$ cat src/rtl/mem_stage_pkg.sv
// Shared widths, load opcodes and state encoding for the memory-access stage.
// Also holds the saturating counter helper used for in-flight response discards.
package mem_stage_pkg;

    localparam int ES_TO_MS_BUS_WD = 172;
    localparam int MS_TO_WS_BUS_WD = 168;
    localparam int MS_FORWARD_WD   = 72;

    localparam logic [2:0] LD_NONE = 3'b000;
    localparam logic [2:0] LD_B    = 3'b001;
    localparam logic [2:0] LD_H    = 3'b010;
    localparam logic [2:0] LD_W    = 3'b011;
    localparam logic [2:0] LD_BU   = 3'b100;
    localparam logic [2:0] LD_HU   = 3'b101;

    typedef enum logic [1:0] {
        MS_EMPTY = 2'd0,
        MS_WAIT  = 2'd1,
        MS_READY = 2'd2
    } ms_state_e;

    function automatic logic [1:0] sat_add2(input logic [1:0] a, input logic [1:0] b);
        logic [2:0] s;
        s = {1'b0, a} + {1'b0, b};
        return s[2] ? 2'd3 : s[1:0];
    endfunction

endpackage

$ cat src/rtl/mem_stage_load_align.sv
// Selects the addressed byte/halfword of a load response and sign/zero-extends it.
// Unknown opcodes (including 110/111) fall through to the full word.
module load_align
    import mem_stage_pkg::*;
(
    input  logic [2:0]  i_ld_op,
    input  logic [1:0]  i_offset,
    input  logic [31:0] i_rdata,
    output logic [31:0] o_result
);

    logic [7:0]  w_byte;
    logic [15:0] w_half;

    always_comb begin
        case (i_offset)
            2'd0:    w_byte = i_rdata[7:0];
            2'd1:    w_byte = i_rdata[15:8];
            2'd2:    w_byte = i_rdata[23:16];
            default: w_byte = i_rdata[31:24];
        endcase
        w_half = i_offset[1] ? i_rdata[31:16] : i_rdata[15:0];
    end

    always_comb begin
        case (i_ld_op)
            LD_B:    o_result = {{24{w_byte[7]}}, w_byte};
            LD_H:    o_result = {{16{w_half[15]}}, w_half};
            LD_BU:   o_result = {24'd0, w_byte};
            LD_HU:   o_result = {16'd0, w_half};
            default: o_result = i_rdata;
        endcase
    end

endmodule

$ cat src/rtl/mem_stage.sv
// Memory-access pipeline stage: holds one instruction, waits for its data-bus response,
// aligns load data and drops responses owed to instructions killed by a WB flush.
module mem_stage
    import mem_stage_pkg::*;
(
    input  logic                       clk,
    input  logic                       resetn,
    input  logic                       es_to_ms_valid,
    input  logic [ES_TO_MS_BUS_WD-1:0] es_to_ms_bus,
    output logic                       ms_allowin,
    output logic                       ms_to_ws_valid,
    input  logic                       ws_allowin,
    output logic [MS_TO_WS_BUS_WD-1:0] ms_to_ws_bus,
    output logic [MS_FORWARD_WD-1:0]   ms_forward,
    input  logic                       data_sram_data_ok,
    input  logic [31:0]                data_sram_rdata,
    input  logic                       excp_flush,
    input  logic                       ertn_flush
);

    ms_state_e    r_state;
    ms_state_e    w_state_nxt;
    logic [166:0] r_bus;
    logic [2:0]   r_ld_op;
    logic         r_ertn;
    logic [31:0]  r_rdata;
    logic [1:0]   r_discard_cnt;
    logic [1:0]   w_discard_nxt;
    logic [1:0]   w_cnt_after_ok;
    logic [1:0]   w_flush_inc;

    logic        w_ms_valid;
    logic        w_ready_go;
    logic        w_flush;
    logic        w_accept;
    logic        w_drop;
    logic        w_data_hit;
    logic        w_not_ready;
    logic [31:0] w_load_result;
    logic [31:0] w_final_result;

    assign w_ms_valid     = (r_state != MS_EMPTY);
    assign w_ready_go     = (r_state == MS_READY);
    assign w_flush        = excp_flush | ertn_flush;
    assign ms_allowin     = !w_ms_valid | (w_ready_go & ws_allowin);
    assign ms_to_ws_valid = w_ms_valid & w_ready_go;
    assign w_accept       = es_to_ms_valid & ms_allowin & !w_flush;

    // A response goes to the oldest owner: killed instructions first, then the one in WAIT.
    assign w_drop     = data_sram_data_ok & (r_discard_cnt != 2'd0);
    assign w_data_hit = data_sram_data_ok & (r_discard_cnt == 2'd0) & (r_state == MS_WAIT);

    always_comb begin
        w_state_nxt = r_state;
        if (w_flush)
            w_state_nxt = MS_EMPTY;
        else if (w_accept)
            w_state_nxt = (es_to_ms_bus[167] & !es_to_ms_bus[71]) ? MS_WAIT : MS_READY;
        else if (w_ready_go & ws_allowin)
            w_state_nxt = MS_EMPTY;
        else if (w_data_hit)
            w_state_nxt = MS_READY;
    end

    // A WAIT request answered in the flush cycle itself no longer needs discarding.
    always_comb begin
        w_cnt_after_ok = r_discard_cnt - {1'b0, w_drop};
        w_flush_inc    = {1'b0, (r_state == MS_WAIT) & !w_data_hit}
                       + {1'b0, es_to_ms_valid & es_to_ms_bus[167]};
        w_discard_nxt  = w_flush ? sat_add2(w_cnt_after_ok, w_flush_inc) : w_cnt_after_ok;
    end

    always_ff @(posedge clk or negedge resetn) begin
        if (!resetn) begin
            r_state       <= MS_EMPTY;
            r_discard_cnt <= 2'd0;
            r_bus         <= '0;
            r_ld_op       <= LD_NONE;
            r_ertn        <= 1'b0;
            r_rdata       <= 32'd0;
        end else begin
            r_state       <= w_state_nxt;
            r_discard_cnt <= w_discard_nxt;
            if (w_accept) begin
                r_bus   <= es_to_ms_bus[166:0];
                r_ld_op <= es_to_ms_bus[170:168];
                r_ertn  <= es_to_ms_bus[171];
            end
            if (w_data_hit)
                r_rdata <= data_sram_rdata;
        end
    end

    load_align u_load_align (
        .i_ld_op  (r_ld_op),
        .i_offset (r_bus[33:32]),
        .i_rdata  (r_rdata),
        .o_result (w_load_result)
    );

    assign w_final_result = (r_ld_op != LD_NONE) ? w_load_result : r_bus[63:32];
    assign w_not_ready    = w_ms_valid & ((r_state == MS_WAIT) | r_bus[70]);

    assign ms_to_ws_bus = {r_ertn, r_bus[166:64], w_final_result, r_bus[31:0]};
    assign ms_forward   = {w_not_ready, r_bus[31:0], w_final_result,
                           r_bus[68:64], r_bus[69], w_ms_valid};

endmodule

$ cat config.mk
export PLATFORM = sky130hd
export DESIGN_NAME = mem_stage
export DESIGN_NICKNAME = d
export VERILOG_FILES = /design/src/rtl/mem_stage_pkg.sv /design/src/rtl/mem_stage_load_align.sv /design/src/rtl/mem_stage.sv
export SDC_FILE = /design/constraint.sdc
export NUM_CORES = 1
export LEC_CHECK = 0
export ABC_CLOCK_PERIOD_IN_PS = 3300
export CORE_UTILIZATION = 35
export CTS_CLUSTER_DIAMETER = 40
export CTS_CLUSTER_SIZE = 40
export DETAILED_ROUTE_END_ITERATION = 10
export PLACE_DENSITY = 0.73
export RECOVER_POWER = 50
export SYNTH_ARGS = -nofsm -noshare
export SYNTH_HDL_FRONTEND = slang
export SYNTH_HIERARCHICAL = 1
export SYNTH_SLANG_ARGS = --single-unit
$ cat constraint.sdc
create_clock -name clk -period 3.3 [get_ports clk]
set_clock_uncertainty 0.2 [all_clocks]
set_input_delay 0.66 -clock clk [delete_from_list [all_inputs] [get_ports clk]]
set_output_delay 0.66 -clock clk [all_outputs]
set_load 0.005 [all_outputs]
==> results.ini, run 1 <==
[status]
status = complete, but fails checks
violations = max-capacitance violations, max-slew violations, negative setup slack

[yosys]
synth_edf_count = 0
ys_ff_latch = 207
synth_top_area_frac = 0.458
synthTopCellsByArea = dfrtp_1 46%, mux2_2 15%, buf_4 14%
synth.yosys.seq_area_share = 0.458
synth-async-reset-ratio = 1.00
synthFlopType = dfrtp_1
syn_inst = 867
synthesis.area_mm2 = 0.0113
synth_top_cell_by_area = dfrtp_1
yosys_warnings = 6
yosysUniqueCellTypes = 44
syn_nets = 1080
syn_area_per_cell_um2 = 13.0

[cells_and_area]
area_growth_pct = 47.2
design_area_mm2 = 0.0166
drive_gt1_frac = 0.394
layout_commonest_cell = clkdlybuf4s50_1
nFillCells = 2671
fin_nets = 1397
fin_util = 0.526
final_cell_mix = 339 x clkdlybuf4s50_1, 205 x dfrtp_1, 116 x mux2_4, 116 x mux2_2, 64 x buf_6

[critical_path]
crit_required_ps = 2440
crit_fanout = 6
rr_worst_depth = 4
startpoint_type = register
arrival_ps = 2680
worstSetupPathType = reg2out
end_kind = primary output

[drt]
postRouteAntennaNets = 0
drc_errors = 0
wl_um = 34600
drt_first_pass_iters = 5
drt-initial-drc-count = 512
viasPerCell = 4.90
via_count = 7909
wire_per_inst_um = 21.4

[clocking]
cts_buffers = 36
clk_pin_slew_ps = 60
cts.path.max_buffers = 3
cts_root_buf = clkbuf_16
cts_tree = built
clk_latency_ps = 490
h-tree-depth = 2
clock-sinks = 207

[timing]
min_period_ps = 3540
period_share = 1.07
drv_slew = 70
hold_viol = 0
tightest_slew_ps = 1850
setup_viol = 60
hold-worst-slack_ps = 288
timing.fmax_mhz = 283
layout_setup_ws_ps = -236
max_slew_margin = -0.235
rsz0062_at_grt = true

[power_and_ir_drop]
clkPwrFrac = 0.334
ir_drop_uv = 381
p_int_mw = 8.01
p_seq_frac = 0.311
powerDensity_mw_per_mm2 = 673
pwr-share-comb = 0.355
p_switching_mw = 3.19
p_sw_frac = 0.285
p_leak_nw = 7.26

[placement]
place_congestion = 0.866
io_buffers = 452
dpl.hpwl_um = 24800
post_dp_cell_area_mm2 = 0.0149

[die]
core_mm2 = 0.0316
ioPinCount = 453
start_util = 0.357
fp.dieW_um = 182
rows = 65
die_y_um = 182
die_area_mm2 = 0.0330

[global_routing]
grt_antenna_before_repair = 2
first_global_vias = 8371
overflow = 0
grt_first_pass_wirelength_um = 51500
grt_max_degree = 70
grt_usage = 0.206

[worst_hold_path]
hold_depth = 1
min_path_type = reg2reg

[job]
maxCapViolCount = 1

per-stage QoR:
step	setup slack [ps]	total power, mW	cells	TNS (ps)
floorplan	421	5.62	867	0
finish	-236	11.2	1614	-9650
CTS	-192	11.3	1610	-8330
detailed placement	-102	7.16	1516	-978
global route	-295	11.7	1614	-19650
global placement	-73.1	7.09	1516	-242
routing by layer:
layer | up-vias | track usage | wire length [um]
met4 | 0 | 0.0736 | 1120
li1 | 3480 | - | -
met5 | - | 0 | 0
met1 | 3952 | 0.248 | 13800
met2 | 395 | 0.358 | 17300
met3 | 82 | 0.0485 | 2480
synth_stat cells, types with 4 or more instances:
library cell / instances
inv_1: 20
clkbuf_1: 5
o21ai_0: 12
and3_1: 6
a21oi_1: 10
mux2_2: 146
dfrtp_1: 207
nand4_1: 6
mux2_4: 89
buf_2: 23
nand2_1: 22
buf_6: 4
nor2b_1: 4
o31ai_1: 5
o21ai_1: 13
a22oi_1: 7
mux4_2: 8
buf_8: 10
a221o_1: 25
buf_4: 208
critical path: stages, from the launching register on:
cell and delay (ps):
dfrtp_1 400, mux4_2 560, buf_6 170, buf_12 120, nand2_8 100, a21oi_1 90, a221o_1 290, mux2_4 310
buf_6 120
worst paths after layout:
kind                                   startpoint                      to  slack, ps
setup / recovery            r_bus[32]$_DFFE_PN0P_        ms_to_ws_bus[42]       -240
hold / removal              r_bus[84]$_DFFE_PN0P_   r_bus[84]$_DFFE_PN0P_        290
setup reg to reg           r_state[1]$_DFFE_PN0P_   r_bus[10]$_DFFE_PN0P_        780
hold reg to reg             r_bus[84]$_DFFE_PN0P_   r_bus[84]$_DFFE_PN0P_        290
max in group asynchronous                  resetn  r_bus[121]$_DFFE_PN0P_        290
min in group asynchronous                  resetn   r_bus[41]$_DFFE_PN0P_       1030
flip-flops by register name, indices dropped and copies added, names as in the netlist:
signal         cells
r_ertn             1
r_ld_op            3
r_discard_cnt      2
r_state            2
r_bus            167
r_rdata           32
logic make-up (layout without fill, tap and decap cells):
| kind of cell | Yosys count | count (layout) | synth area share |
|---|---|---|---|
| AO/OA/AOI/OAI | 83 | 83 | 0.0539 |
| XOR/XNOR | 2 | 2 | 0.00155 |
| adder cells (fa/ha/maj) | 2 | 2 | 0.00288 |
| buffers and inverters | 272 | 612 | 0.175 |
| flip-flops | 207 | 207 | 0.458 |
| multiplexers | 245 | 245 | 0.281 |
| other | 0 | 2 | 0 |
| AND/OR/NAND/NOR | 56 | 59 | 0.0273 |
what timing repair did:
| item | in CTS | in global routing |
|---|---|---|
| pin swaps | 20 | 13 |
| hold endpoints to repair | 65 | 0 |
| endpoints found under the setup margin | 64 | 64 |
| hold buffers | 1 | 0 |
| buffers inserted | 24 | 2 |
| resized for setup | 365 | 27 |
| cloned | 5 | 0 |
power groups by stage:
stage,Combinational (mW),Clock [mW],Sequential [mW]
after floorplan,2.25,0,3.38
after global placement,3.61,0,3.49
after detailed placement,3.65,0,3.51
after CTS,3.97,3.82,3.49
after global routing,4.21,3.94,3.55
final,3.98,3.74,3.49
final cells by class:
cell class | count | area [um^2] | area share
Clock buffer | 45 | 996 | 0.0599
Clock inverter | 19 | 228 | 0.0137
Tap cell | 402 | 503 | 0.0302
Antenna cell | 2 | 5.00 | 0.000301
Sequential cell | 207 | 5180 | 0.312
Multi-Input combinational cell | 391 | 4440 | 0.267
Inverter | 21 | 78.8 | 0.00474
Timing Repair Buffer | 527 | 5200 | 0.312
No activity file was read; power rests on OpenSTA's default activity.
==> inputs of run 2 (changes only) <==
--- a/config.mk
+++ b/config.mk
@@ -6,6 +6,7 @@
 export NUM_CORES = 1
 export LEC_CHECK = 0
 export ABC_CLOCK_PERIOD_IN_PS = 3300
+export CORE_MARGIN = 2
 export CORE_UTILIZATION = 35
 export CTS_CLUSTER_DIAMETER = 40
 export CTS_CLUSTER_SIZE = 40
==> results.ini, run 2 (synthesized netlist as in run 1, its figures left out) <==
[status]
status = complete, but fails checks
violations = max-capacitance violations, max-slew violations, negative setup slack

[global_routing]
overflow = 0  ; unchanged
grt_max_degree = 70  ; unchanged
grt_first_pass_wirelength_um = 49600  ; -3.7%
grt_usage = 0.193  ; -0.0132
first_global_vias = 8385  ; +0.17%
grt_antenna_before_repair = 1  ; -1

[die]
die_y_um = 184  ; +1.1%
core_mm2 = 0.0317  ; +0.26%
fp.dieW_um = 184  ; +1.1%
rows = 65  ; unchanged
ioPinCount = 453  ; unchanged
start_util = 0.356  ; -0.000916
die_area_mm2 = 0.0337  ; +2.2%

[critical_path]
worstSetupPathType = reg2out
rrSetupSlack_ps = 760  ; -20 ps
arrival_ps = 2680  ; about the same
crit_required_ps = 2440  ; about the same
rr_startpoint = r_state[1]$_DFFE_PN0P_
crit_path_end = ms_forward[21]
r2r-end = r_ld_op[2]$_DFFE_PN0P_
rr_worst_depth = 5  ; +1
critPathMaxStageDelay_ps = 680  ; +120 ps
crit_fanout = 5  ; -1
cp-startpoint = r_bus[32]$_DFFE_PN0P_
slowest_stage = mux4_2
end_kind = primary output
startpoint_type = register
path_cells = mux4_2 > nand2_4 > buf_4 > a21oi_1 > a221o_1 > mux2_4 > buf_2

[power_and_ir_drop]
p_leak_nw = 7.23  ; -0.41%
ir_drop_uv = 505  ; +33%
powerDensity_mw_per_mm2 = 681  ; +1.1%

[cells_and_area]
fin_cells = 1616  ; +0.12%
area_growth_pct = 47.2  ; about the same
fin_util = 0.525  ; -0.00127
final_cell_mix = 371 x clkdlybuf4s50_1, 205 x dfrtp_1, 115 x mux2_2
nFillCells = 2650  ; -0.79%
top_register = r_bus
largest_reg_flops = 167  ; unchanged
drive_gt1_frac = 0.380  ; -0.0142
fin_nets = 1397  ; unchanged
top_regs = r_bus x167, r_rdata x32, r_ld_op x3
layout_commonest_cell = clkdlybuf4s50_1

[timing]
hold-worst-slack_ps = 286  ; -1.64 ps
setup_viol = 59  ; -1.7%
hold_viol = 0  ; unchanged
tightest_slew_ps = 1710  ; -141 ps
timing.fmax_mhz = 283  ; about the same
drv_slew = 64  ; -8.6%
max_slew_margin = -0.141  ; +0.0939
layout_setup_ws_ps = -239  ; -3.03 ps
min_period_ps = 3540  ; +3.03 ps
rsz0062_at_grt = true
period_share = 1.07  ; about the same

[drt]
via_count = 7857  ; -0.66%
viasPerCell = 4.86  ; -0.78%
wl_um = 33400  ; -3.4%
drc_errors = 0  ; unchanged
drt_first_pass_iters = 5  ; unchanged
drt-initial-drc-count = 332  ; -35%
wire_per_inst_um = 20.7  ; -3.6%
postRouteAntennaNets = 0  ; unchanged

[placement]
dpl.hpwl_um = 24500  ; -1.2%
place_congestion = 0.933  ; +7.8%
io_buffers = 452  ; unchanged
dp_cells = 1512  ; -0.26%

[job]
maxCapViolCount = 1  ; unchanged

[clocking]
cts.path.max_buffers = 3  ; unchanged
cts_tree = built
clk_pin_slew_ps = 60  ; about the same
cts_buffers = 37  ; +2.8%
cts_root_buf = clkbuf_16
h-tree-depth = 2  ; unchanged
clk_latency_ps = 510  ; +20 ps
clock-sinks = 207  ; unchanged

[worst_hold_path]
min_path_type = reg2reg

==> run 2: cell count changes in the layout (fill, tap and decap cells not counted), moves of 4 or more <==
cell / before / now
mux2_4: 116 / 97
dlygate4sd3_1: 49 / 17
clkbuf_2: 6 / 10
clkdlybuf4s50_1: 339 / 371
buf_2: 18 / 9
mux2_1: 3 / 23
==> run 2: worst min path at each step <==
stage	start	endpoint	slack, ps	depth (start not counted)
2_1_floorplan	resetn	r_bus[0]$_DFFE_PN0P_	160	0
3_3_place_gp	r_bus[138]$_DFFE_PN0P_	r_bus[138]$_DFFE_PN0P_	290	1
3_5_place_dp	r_bus[59]$_DFFE_PN0P_	r_bus[59]$_DFFE_PN0P_	290	1
4_1_cts	r_bus[141]$_DFFE_PN0P_	r_bus[141]$_DFFE_PN0P_	310	1
5_1_grt	r_bus[107]$_DFFE_PN0P_	r_bus[107]$_DFFE_PN0P_	300	1
6_report	r_bus[107]$_DFFE_PN0P_	r_bus[107]$_DFFE_PN0P_	290	1
==> run 2: critical path, delay by kind of cell, from the launching register on <==
kind / cells / cell delay (ps)
muxes: 2 / 970
DFF: 1 / 370
and+or+nand+nor: 1 / 140
AOI/OAI and AO/OA: 2 / 420
buffers and inverters: 2 / 250
==> run 2: report_power, final <==
| part | switching, mW | total, mW | internal (mW) |
|---|---|---|---|
| logic | 1.40 | 3.88 | 2.49 |
| registers | 0.407 | 3.49 | 3.08 |
| clock network | 1.44 | 3.96 | 2.52 |
==> run 2: cell type report <==
type                    count  area [um^2]  share of cell area
well taps                 402          503              0.0302
flip-flops and latches    207         5180               0.311
inverters                  21         78.8             0.00474
multi-input cells         391         4360               0.262
clock buffers              43         1020              0.0614
repair buffers            526         5210               0.313
clock inverters            25          282              0.0169
diodes                      1         2.50            0.000150
==> run 2: stage by stage <==
stage / setup slack [ps] / setup TNS [ps] / area, um^2 / power, mW
floorplan: 421 / 0 / 11300 / 5.62
global placement: 78.8 / 0 / 14900 / 7.07
detailed placement: 53.5 / 0 / 14900 / 7.14
CTS: -250 / -9080 / 16600 / 11.4
global route: -294 / -12010 / 16600 / 11.9
finish: -239 / -7950 / 16600 / 11.3
==> run 2: timing repair <==
| action | in CTS | in global routing |
|---|---|---|
| setup buffers | 27 | 5 |
| gates resized for setup | 327 | 51 |
| pin swaps | 24 | 21 |
| hold buffers | 1 | 0 |
| setup endpoints to repair | 64 | 64 |
| hold endpoints to repair | 60 | 0 |
| gates cloned | 3 | 1 |
==> run 2: per-layer routing <==
metal	track usage	up-vias	part of all wire
met5	0	-	0.00036
met4	0.0774	2	0.035
met3	0.0519	80	0.083
met2	0.332	408	0.50
met1	0.228	3876	0.38
li1	-	3491	-
==> inputs of run 3 (changes only) <==
--- a/config.mk
+++ b/config.mk
@@ -13,6 +13,7 @@
 export DETAILED_ROUTE_END_ITERATION = 10
 export PLACE_DENSITY = 0.73
 export RECOVER_POWER = 50
+export SETUP_SLACK_MARGIN = 0.1
 export SYNTH_ARGS = -nofsm -noshare
 export SYNTH_HDL_FRONTEND = slang
 export SYNTH_HIERARCHICAL = 1
==> results.ini, run 3 (synthesized netlist as in run 1, its figures left out) <==
[status]
status = complete, but fails checks
violations = max-capacitance violations, max-slew violations, negative setup slack

[drt]
wl_um = 33700  ; +0.69%
wire_per_inst_um = 20.8  ; +0.69%
drc_errors = 0  ; unchanged
via_count = 7932  ; +0.95%
drt_first_pass_iters = 6  ; +1
viasPerCell = 4.91  ; +0.95%
drt-initial-drc-count = 409  ; +23%
postRouteAntennaNets = 0  ; unchanged

[power_and_ir_drop]
p_int_mw = 8.15  ; +0.83%
p_switching_mw = 3.28  ; +1.1%
finalPower_mw = 11.4  ; +0.91%
pwr-share-comb = 0.348  ; +0.005
clkPwrFrac = 0.346  ; -0.003
p_leak_nw = 7.25  ; +0.28%
powerDensity_mw_per_mm2 = 682  ; +0.17%
p_seq_frac = 0.305  ; -0.003
ir_drop_uv = 506  ; +0.17%
p_sw_frac = 0.287  ; +0.000602

[cells_and_area]
final_cell_mix = 371 x clkdlybuf4s50_1, 205 x dfrtp_1, 114 x mux2_2
fin_nets = 1397  ; unchanged
largest_reg_flops = 167  ; unchanged
area_growth_pct = 48.3
layout_commonest_cell = clkdlybuf4s50_1
seq_area_mm2 = 0.00518  ; unchanged
nFillCells = 2628  ; -0.83%
drive_gt1_frac = 0.386  ; +0.00577
top_regs = r_bus x167, r_rdata x32, r_ld_op x3
multiInputGateArea_mm2 = 0.00439  ; +0.83%
top_register = r_bus

[placement]
place_congestion = 0.933  ; unchanged
dpl.hpwl_um = 24500  ; unchanged
io_buffers = 452  ; unchanged
dp_slack_ps = 53.5  ; unchanged

[timing]
max_slew_margin = -0.136  ; +0.00437
hold_viol = 0  ; unchanged
rsz0062_at_grt = true
tightest_slew_ps = 1700  ; -6.56 ps
min_period_ps = 3550  ; +13.0 ps
setup_tns_ps = -9050  ; -1100 ps
timing.fmax_mhz = 282  ; -0.37%
drv_slew = 64  ; unchanged
period_share = 1.08  ; +0.00394
layout_setup_ws_ps = -252  ; -13.0 ps
setup_viol = 57  ; -3.4%

[clocking]
cts_tree = built
clk_pin_slew_ps = 60  ; about the same
cts_buffers = 37  ; unchanged
cts.path.max_buffers = 3  ; unchanged
clk_latency_ps = 510  ; about the same
h-tree-depth = 2  ; unchanged
clock-sinks = 207  ; unchanged
cts_root_buf = clkbuf_16

[critical_path]
startpoint_type = register
worstSetupPathType = reg2out
end_kind = primary output
rr_worst_depth = 5  ; unchanged
arrival_ps = 2690  ; about the same
rr_startpoint = r_state[1]$_DFFE_PN0P_
r2r-end = r_ld_op[2]$_DFFE_PN0P_
rrSetupSlack_ps = 750  ; about the same
crit_required_ps = 2440  ; about the same
crit_fanout = 5  ; unchanged

[global_routing]
grt_first_pass_wirelength_um = 49900  ; +0.61%
first_global_vias = 8418  ; +0.39%
grt_usage = 0.194  ; +0.00107
grt_max_degree = 70  ; unchanged
grt_antenna_before_repair = 1  ; unchanged
overflow = 0  ; unchanged

[die]
fp.dieW_um = 184  ; unchanged
start_util = 0.356  ; unchanged
rows = 65  ; unchanged
core_mm2 = 0.0317  ; unchanged
die_area_mm2 = 0.0337  ; unchanged
ioPinCount = 453  ; unchanged
die_y_um = 184  ; unchanged

[job]
maxCapViolCount = 1  ; unchanged

[worst_hold_path]
min_to = r_bus[107]$_DFFE_PN0P_
hold_depth = 1  ; unchanged
min_path_type = reg2reg
worstHoldStart = r_bus[107]$_DFFE_PN0P_

==> run 3: changes by cell type in the layout (fill, tap and decap cells not counted), moves of 2 or more <==
| cell | delta |
|---|---|
| buf_2 | -7 |
| buf_4 | -5 |
| buf_6 | +18 |
| clkbuf_2 | -4 |
| o21ai_0 | +2 |
| o21ai_1 | -6 |
| o21ai_2 | +4 |
==> run 3: layer usage <==
| layer | GRT usage | wire length (um) | vias to the layer above |
|---|---|---|---|
| met1 | 0.229 | 12900 | 3910 |
| met3 | 0.0513 | 2830 | 82 |
| met4 | 0.0794 | 1250 | 2 |
| li1 | - | - | 3495 |
| met2 | 0.333 | 16700 | 443 |
| met5 | 0 | 12 | - |
==> run 3: area by class of cell <==
type,count,area share
sequential,207,0.309
timing repair buffer,526,0.316
clock inverter,25,0.0168
tap,402,0.0300
antenna,1,0.000149
multi-input combinational,391,0.262
clock buffer,43,0.0609
inverter,21,0.00470
==> run 3: metrics by stage <==
step                      utilization  hold WS [ps]  std cells  area [um^2]
after floorplan                     -           164        867        11300
after global placement          0.470           287       1512        14900
after detailed placement        0.470           290       1512        14900
after CTS                       0.526           306       1613        16700
after global routing            0.528           302       1615        16800
final                           0.528           287       1616        16800
==> run 3: repair_timing <==
| action | in CTS | in global routing |
|---|---|---|
| pin swaps | 27 | 21 |
| setup endpoints to repair | 64 | 64 |
| hold buffers | 1 | 0 |
| resized for setup | 357 | 50 |
| hold endpoints to repair | 60 | 0 |
| setup buffers | 29 | 1 |
| gates cloned | 3 | 1 |
==> run 3: power groups by stage <==
stage / sequential (mW) / combinational [mW] / clock (mW)
4_1_cts: 3.49 / 3.92 / 4.06
2_1_floorplan: 3.38 / 2.25 / 0
5_1_grt: 3.56 / 4.23 / 4.18
6_report: 3.49 / 3.98 / 3.96
3_3_place_gp: 3.49 / 3.58 / 0
3_5_place_dp: 3.52 / 3.62 / 0
==> run 3: critical path, stage by stage, from the launching register on <==
cell	delay (ps)
dfrtp_1	390
mux4_2	690
nand2_4	150
buf_6	110
a21oi_1	70
a221o_1	340
mux2_4	310
buf_6	120
==> run 3: how the worst max path moves through the flow <==
stage | from | end | slack, ps | depth (start not counted)
after global placement | r_bus[33]$_DFFE_PN0P_ | ms_to_ws_bus[33] | 80 | 6
after floorplan | r_bus[33]$_DFFE_PN0P_ | ms_to_ws_bus[33] | 420 | 7
final | r_bus[32]$_DFFE_PN0P_ | ms_forward[21] | -250 | 7
after CTS | r_bus[32]$_DFFE_PN0P_ | ms_forward[24] | -250 | 7
after global routing | r_bus[32]$_DFFE_PN0P_ | ms_to_ws_bus[49] | -300 | 7
after detailed placement | r_bus[33]$_DFFE_PN0P_ | ms_forward[8] | 50 | 6
